==> src/rtl/team_06_i2s_rx_if.sv <==
// Sample handshake bundle between the I2S receiver and its downstream consumer.
interface team_06_i2s_rx_if #(
    parameter int unsigned SAMPLE_W = 8
) ();
    logic [SAMPLE_W-1:0] sample_data;
    logic                sample_ch;
    logic                sample_valid;
    logic                sample_ready;
    logic                overrun;

    modport master (
        output sample_data,
        output sample_ch,
        output sample_valid,
        output overrun,
        input  sample_ready
    );

    modport slave (
        input  sample_data,
        input  sample_ch,
        input  sample_valid,
        input  overrun,
        output sample_ready
    );
endinterface

==> src/rtl/team_06_i2s_rx.sv <==
// I2S master receiver: generates i2sclk/wsADC and deserialises ADC data into samples.
// Define I2S_RX_BOTH_CH_EN to capture right half-frames as well as left ones.
module team_06_i2s_rx #(
    parameter int unsigned CLK_DIV     = 4,
    parameter int unsigned FRAME_BITS  = 32,
    parameter int unsigned SAMPLE_W    = 8,
    parameter int unsigned DATA_OFFSET = 1
) (
    input  logic hwclk,
    input  logic reset,
    input  logic enable,
    input  logic adc_serial_in,
    output logic i2sclk,
    output logic wsADC,
    team_06_i2s_rx_if.master smp
);

    localparam int unsigned DIV_W = (CLK_DIV > 2) ? $clog2(CLK_DIV) : 1;
    localparam int unsigned BIT_W = (FRAME_BITS > 2) ? $clog2(FRAME_BITS) : 1;

    localparam logic [DIV_W-1:0] RISE_AT    = DIV_W'(CLK_DIV / 2 - 1);
    localparam logic [DIV_W-1:0] FALL_AT    = DIV_W'(CLK_DIV - 1);
    localparam logic [BIT_W-1:0] LAST_BIT   = BIT_W'(FRAME_BITS - 1);
    localparam logic [BIT_W-1:0] FIRST_DATA = BIT_W'(DATA_OFFSET);
    localparam logic [BIT_W-1:0] LAST_DATA  = BIT_W'(DATA_OFFSET + SAMPLE_W - 1);

    typedef enum logic {StIdle, StRun} state_t;

    state_t              state_q;
    logic [DIV_W-1:0]    div_q;
    logic [BIT_W-1:0]    bit_q;
    logic [SAMPLE_W-1:0] shift_q;
    logic                pend_q;

    logic rise;
    logic fall;
    logic in_window;
    logic ch_ok;

    assign rise      = (state_q == StRun) && (div_q == RISE_AT);
    assign fall      = (state_q == StRun) && (div_q == FALL_AT);
    assign in_window = (bit_q >= FIRST_DATA) && (bit_q <= LAST_DATA);

`ifdef I2S_RX_BOTH_CH_EN
    assign ch_ok = 1'b1;
`else
    assign ch_ok = ~wsADC;
`endif

    always_ff @(posedge hwclk or posedge reset) begin
        if (reset) begin
            state_q          <= StIdle;
            div_q            <= '0;
            bit_q            <= '0;
            shift_q          <= '0;
            pend_q           <= 1'b0;
            i2sclk           <= 1'b0;
            wsADC            <= 1'b0;
            smp.sample_data  <= '0;
            smp.sample_ch    <= 1'b0;
            smp.sample_valid <= 1'b0;
            smp.overrun      <= 1'b0;
        end else begin
            // Output stage: a completion always wins over an accept in the same cycle.
            smp.overrun <= 1'b0;
            pend_q      <= 1'b0;
            if (pend_q) begin
                smp.sample_data  <= shift_q;
`ifdef I2S_RX_BOTH_CH_EN
                smp.sample_ch    <= wsADC;
`else
                smp.sample_ch    <= 1'b0;
`endif
                smp.sample_valid <= 1'b1;
                smp.overrun      <= smp.sample_valid && !smp.sample_ready;
            end else if (smp.sample_valid && smp.sample_ready) begin
                smp.sample_valid <= 1'b0;
            end

            unique case (state_q)
                StIdle: begin
                    i2sclk  <= 1'b0;
                    wsADC   <= 1'b0;
                    div_q   <= '0;
                    bit_q   <= '0;
                    shift_q <= '0;
                    if (enable) state_q <= StRun;
                end
                StRun: begin
                    if (!enable) begin
                        state_q <= StIdle;
                        i2sclk  <= 1'b0;
                        wsADC   <= 1'b0;
                        div_q   <= '0;
                        bit_q   <= '0;
                        shift_q <= '0;
                    end else begin
                        div_q <= (div_q == FALL_AT) ? '0 : div_q + DIV_W'(1);
                        if (rise) begin
                            i2sclk <= 1'b1;
                            if (in_window) shift_q <= {shift_q[SAMPLE_W-2:0], adc_serial_in};
                            if ((bit_q == LAST_DATA) && ch_ok) pend_q <= 1'b1;
                        end
                        if (fall) begin
                            i2sclk <= 1'b0;
                            if (bit_q == LAST_BIT) begin
                                bit_q <= '0;
                                wsADC <= ~wsADC;
                            end else begin
                                bit_q <= bit_q + BIT_W'(1);
                            end
                        end
                    end
                end
                default: state_q <= StIdle;
            endcase
        end
    end

endmodule
==> src/flat_wrapper.sv <==
// flat-port wrapper written by rule: the top's interface ports become plain ports
module team_06_i2s_rx_flat 
#(
    parameter int unsigned CLK_DIV     = 4,
    parameter int unsigned FRAME_BITS  = 32,
    parameter int unsigned SAMPLE_W    = 8,
    parameter int unsigned DATA_OFFSET = 1
)
  (hwclk, reset, enable, adc_serial_in, i2sclk, wsADC, smp_sample_data, smp_sample_ch, smp_sample_valid, smp_overrun, smp_sample_ready);
  team_06_i2s_rx_if #(.SAMPLE_W(SAMPLE_W)) smp_i ();
  input  logic hwclk;
  input  logic reset;
  input  logic enable;
  input  logic adc_serial_in;
  output logic i2sclk;
  output logic wsADC;
  output wire logic [$bits(smp_i.sample_data)-1:0] smp_sample_data;
  output wire logic [$bits(smp_i.sample_ch)-1:0] smp_sample_ch;
  output wire logic [$bits(smp_i.sample_valid)-1:0] smp_sample_valid;
  output wire logic [$bits(smp_i.overrun)-1:0] smp_overrun;
  input wire logic [$bits(smp_i.sample_ready)-1:0] smp_sample_ready;
  assign smp_sample_data = smp_i.sample_data;
  assign smp_sample_ch = smp_i.sample_ch;
  assign smp_sample_valid = smp_i.sample_valid;
  assign smp_overrun = smp_i.overrun;
  assign smp_i.sample_ready = smp_sample_ready;
  team_06_i2s_rx #(.CLK_DIV(CLK_DIV), .FRAME_BITS(FRAME_BITS), .SAMPLE_W(SAMPLE_W), .DATA_OFFSET(DATA_OFFSET)) u_core (.hwclk(hwclk), .reset(reset), .enable(enable), .adc_serial_in(adc_serial_in), .i2sclk(i2sclk), .wsADC(wsADC), .smp(smp_i));
endmodule
==> config.mk <==
export PLATFORM = sky130hd
export DESIGN_NAME = team_06_i2s_rx_flat
export DESIGN_NICKNAME = d
export VERILOG_FILES = /design/src/rtl/team_06_i2s_rx_if.sv /design/src/rtl/team_06_i2s_rx.sv /design/src/flat_wrapper.sv
export SDC_FILE = /design/constraint.sdc
export NUM_CORES = 1
export LEC_CHECK = 0
export BUFFER_PORTS_ARGS = -buffer_cell sky130_fd_sc_hd__clkbuf_2
export CAP_MARGIN = 20
export CORE_UTILIZATION = 55
export DETAILED_ROUTE_END_ITERATION = 12
export GPL_TIMING_DRIVEN = 0
export PLACE_DENSITY = 0.77
export SYNTH_ARGS = -nofsm -noshare
export SYNTH_HDL_FRONTEND = slang
export SYNTH_SLANG_ARGS = --single-unit
==> constraint.sdc <==
create_clock -name hwclk -period 2.3 [get_ports hwclk]
set_clock_uncertainty 0.2 [all_clocks]
set_input_delay 0.46 -clock hwclk [delete_from_list [all_inputs] [get_ports hwclk]]
set_output_delay 0.46 -clock hwclk [all_outputs]
set_load 0.01 [all_outputs]
* After elaboration in Yosys (flattened, before gate mapping)
Cells that the tools add are included.
Cells by class: add/sub/neg operators 2, magnitude comparators 2, equality and inequality tests 9, mux-type cells 27, bitwise logic cells 2, reduce and logical (&&, ||, !) cells 10
Operators by type and width (count):
- two-way mux 8 bit | 3
- one-hot mux 8 bit (2 select lines) | 1
- two-way mux 5 bit | 3
- two-way mux 1 bit | 14
- inequality test 3 bit, second input constant | 4
- one-hot mux 5 bit (2 select lines) | 1
- logical AND 1 bit | 6
- adder 5 x 1 -> 5 bit, second input constant | 1
- equality test 5 x 4 -> 1 bit, second input constant | 1
- equality test 5 bit, second input constant | 1
- greater-or-equal comparator 5 x 1 -> 1 bit, second input constant | 1
- less-or-equal comparator 5 x 4 -> 1 bit, second input constant | 1
- two-way mux 2 bit | 2
- inequality test 4 bit, second input constant | 1
- one-hot mux 1 bit (2 select lines) | 2
- one-hot mux 2 bit (2 select lines) | 1
- AND reduction 2 bit | 2
- adder 2 x 1 -> 2 bit, second input constant | 1
- equality test 2 x 1 -> 1 bit, second input constant | 1
- equality test 2 bit, second input constant | 1
- inverter 1 bit | 2
- nonzero test 2 bit | 1
- logical NOT 1 bit | 1
Storage, ports and cells: register bits after elaboration 29, bits of input ports 5, output and inout port bits 13

* Longest topological paths before layout
depth in word-level cells 6, depth in mapped cells 6, mapped depth without buffers 6

* Worst setup path before layout
Ideal clock, no wire load.
kind register -> register, start register u_core.bit_q[0], end register u_core.bit_q[3], setup time 79 ps, arrival time 1681 ps, required time 2021 ps, path slack 340 ps, stages on the path, launching flop included 6, buffers on the path 0, clock period less this slack 1960 ps, cells stage by stage dfrtp_1 ha_1 and3_1 ha_1 or4_1 a21oi_1
Between the ends: longest elaborated chain between the ends 5
Ends and longest elaborated chain:
- start: declaration | line team_06_i2s_rx.sv:31 | logic [BIT_W-1:0] bit_q;
- start signal: assignment | line team_06_i2s_rx.sv:110 | bit_q <= bit_q + BIT_W'(1);
- adder 5 x 1 -> 5 bit or equality test 5 bit (tied branches) | line team_06_i2s_rx.sv:110, team_06_i2s_rx.sv:106
- two-way mux 5 bit * | line team_06_i2s_rx.sv:106 | if (bit_q == LAST_BIT) begin
- two-way mux 5 bit * | line team_06_i2s_rx.sv:104 | if (fall) begin
- two-way mux 5 bit * | line team_06_i2s_rx.sv:90 | if (!enable) begin
- one-hot mux 5 bit (2 select lines) * | line team_06_i2s_rx.sv:80 | unique case (state_q)
Mark *: on every way between the ends. The rest lies on a longest branch, timed or not. The select of a mux whose other input is x is not followed. A chain may end at the register's enable or synchronous reset.

* Worst setup path in the final report
Ends and elaborated chain as after synthesis.

==> results.toml <==
[timing]
timing.final.setup_violations = 0
period_minus_slack_ns = 2.12
clock.fmax_mhz = 473
worst_hold_margin_ns = 0.0726
worst-slew-pin-transition_ns = 0.547
grt_setup_unrepaired = "no"
layout_worst_path_cycle_share_pct = 92.0
finalHoldViolations = 0
timing.setup.tns_ns = 0
slew_viol_final = 0
worst_slew_margin_rel_pct = 63.6

[global_routing]
groute.usage.overall_pct = 20.0
grt_max_degree = 30
grt_pass1_vias = 830
global_route_overflow = 0
grt_first_pass_wirelength_um = 3530
antenna_found_initial = 0

[critical_path]
cp-end-kind = "register"
crit_path_max_fanout = 7
worst_r2r_endpoint = "u_core.bit_q[3]"
timing.rr.start = "u_core.bit_q[0]"
worst_ep_arrival_time_ns = 2.16
critical_path.startpoint = "u_core.bit_q[0]"
critical_path.startpoint_type = "register"
reg2reg_slack_ns = 0.18
cp-endpoint = "u_core.bit_q[3]"
path_class = "reg2reg"
worst_ep_required_time_ns = 2.34
reg2regPathDepth = 5

[cells_and_area]
layout-area-overhead-vs-synth_pct = 16.4
drive_above_1_share_pct = 26.5
nets = 143
diodes = 0
final_standard_cell_utilization_of_the_core_pct = 67.4

[clock_network]
clock_path_buffers = 2
insertion_delay_ns = 0.32
post_cts_resize_count = 0
clk_pin_slew_worst_paths_ns = 0.09
clock-sinks = 29
cts_root_buf = "clkbuf_4"
h-tree-depth = 2
cts_tree = "built"
cts-buffers-inserted = 5

[die]
die_area_mm2 = 0.00250
die_w_um = 50.0
core_area_mm2 = 0.00219
design.portCount = 18
chipHeight_um = 50.0
core.rowCount = 17
start_util_pct = 57.9

[routing]
wl_final_um = 2010
detail_route.drc_violations = 0
wl_per_cell_um = 12.6
drt-pass1-iter-count = 2
viasPerCell = 5.31
detail_route.iter0.violations = 7
drt.antenna.violating_nets = 0
detailroute.via_count = 849

[synthesis]
synth-seq-area-share_pct = 57.2
synth_cells = 107
post_synth_main_area_contributors = "dfrtp_1, mux2i_1, mux2_2, ha_1, nand2_1"
synthesis.area_mm2 = 0.00127
synthesis.nets = 118
synth.top_cell.area_share_pct = 57.2
avgSynthCellArea_um2 = 11.9
yosysUniqueCellTypes = 30
ys_seq_elements = 29
yosys.area.top_type = "dfrtp_1"
yosys_warnings = 0

[power]
leakage_nw = 0.798
total_switching_power_uw = 185
power.switching_fraction_pct = 21.6
power_frac_clock_pct = 35.7
maximum_vdd_ir_drop_v = 0.000366
internal_power_uw = 671
power_per_cell_area_mw_per_mm2 = 580
share_comb_of_total_power_pct = 4.3
power.sequential.fraction_pct = 60.1

[place]
gp_congestion = 0.795
detailedPlacementHpwl_um = 1370
number_of_buffers_added_on_ports = 16

[job]
maxCapViolations = 0

[hold_path]
timing.hold.worst.class = "in2reg"

[status]
status = "finished, final reports clean"
[flip-flops by register name, summed over array words and instances, names as in the netlist]
name	cells
u_core.div_q	2
u_core.i2sclk	1
u_core.smp.overrun	1
u_core.pend_q	1
u_core.bit_q	5
u_core.smp.sample_valid	1
u_core.smp.sample_data	8
u_core.wsADC	1
u_core.shift_q	8
u_core.state_q	1
[synthesized netlist by cell type, drive strengths merged]
master and count:
a21o 1, a21oi 3, a221o 1, a31oi 1, and2 1, and3 2
buf 3, clkbuf 2, conb 1, dfrtp 29, ha 6, inv 6
mux2 8, mux2i 9, nand2 12, nand2b 1, nand3 1, nand3b 2
nor2 8, nor3 2, nor4 1, nor4bb 1, o21ai 2, or2b 1
or4 1, xnor2 1, xor2 1
[worst max-delay path, cell delays in order (launching register included)]
cell and delay, ns:
dfrtp_1 0.47, ha_1 0.26, and3_1 0.19, ha_1 0.25, or4_1 0.51, a21oi_1 0.16
[kinds of logic (layout without fill, tap and decap cells)]
| group | after synthesis | count (layout) | synth area share, % |
|---|---|---|---|
| compound gates | 8 | 8 | 3.85 |
| flops | 29 | 29 | 57.2 |
| mux | 17 | 17 | 14.2 |
| other cells | 1 | 1 | 0.296 |
| simple gates | 33 | 33 | 12.7 |
| xor+xnor | 2 | 2 | 1.38 |
| buf+inv | 11 | 36 | 4.44 |
| fa+ha+maj | 6 | 6 | 5.92 |
[placed cells by master, fill, tap and decap left out, types with 2 or more instances in the layout]
| cell type | instances |
|---|---|
| mux2_2 | 8 |
| and3_1 | 2 |
| nor2_1 | 8 |
| ha_1 | 6 |
| clkbuf_2 | 16 |
| dfrtp_1 | 29 |
| clkbuf_4 | 5 |
| nand2_1 | 12 |
| nor3_1 | 2 |
| nand3b_1 | 2 |
| buf_4 | 2 |
| mux2i_1 | 9 |
| inv_1 | 5 |
| a21oi_1 | 3 |
| clkbuf_1 | 3 |
[how the worst min path moves through the flow]
| stage | startpoint | depth (start not counted) | slack (ns) | endpoint |
|---|---|---|---|---|
| after global placement | u_core.div_q[0] | 1 | 0.25 | u_core.div_q[0] |
| final | enable | 1 | 0.07 | u_core.state_q |
| after global routing | enable | 1 | 0.07 | u_core.state_q |
| after floorplan | u_core.div_q[0] | 1 | 0.24 | u_core.div_q[0] |
| after detailed placement | u_core.div_q[0] | 1 | 0.27 | u_core.div_q[0] |
| after CTS | enable | 1 | 0.06 | u_core.state_q |
[power groups by stage]
stage,sequential (mW),clock (mW),combinational (mW)
after floorplan,0.524,0,0.0203
after global placement,0.524,0,0.0295
after detailed placement,0.525,0,0.0303
after CTS,0.514,0.313,0.0303
after global routing,0.515,0.337,0.0415
final,0.514,0.305,0.0364
[layout make-up]
| type | instances | area, um2 |
|---|---|---|
| Inverter | 6 | 22.5 |
| Sequential cell | 29 | 726 |
| Multi-Input combinational cell | 67 | 487 |
| Fill cell | 161 | 714 |
| Tap cell | 28 | 35.0 |
| Buffer | 5 | 33.8 |
| Clock buffer | 7 | 55.1 |
| Timing Repair Buffer | 18 | 118 |
[stage by stage]
stage | area, um2 | setup slack, ns | std cells | total power [mW]
after global routing | 1480 | 0.0781 | 160 | 0.893
after floorplan | 1270 | 0.340 | 107 | 0.545
final | 1480 | 0.184 | 160 | 0.856
after CTS | 1440 | 0.187 | 158 | 0.858
after global placement | 1380 | 0.250 | 151 | 0.554
after detailed placement | 1380 | 0.191 | 151 | 0.555
[layer usage]
metal	routed length, um	global-route usage [%]
met1	885	23.0
met2	1010	31.6
met3	55	6.48
met4	56	12.9
met5	0	0
[timing repair]
item,in CTS,in global routing
hold endpoints to repair,0,7
setup buffers,0,0
hold buffers,0,1
Power figures use the tool's default switching activity.
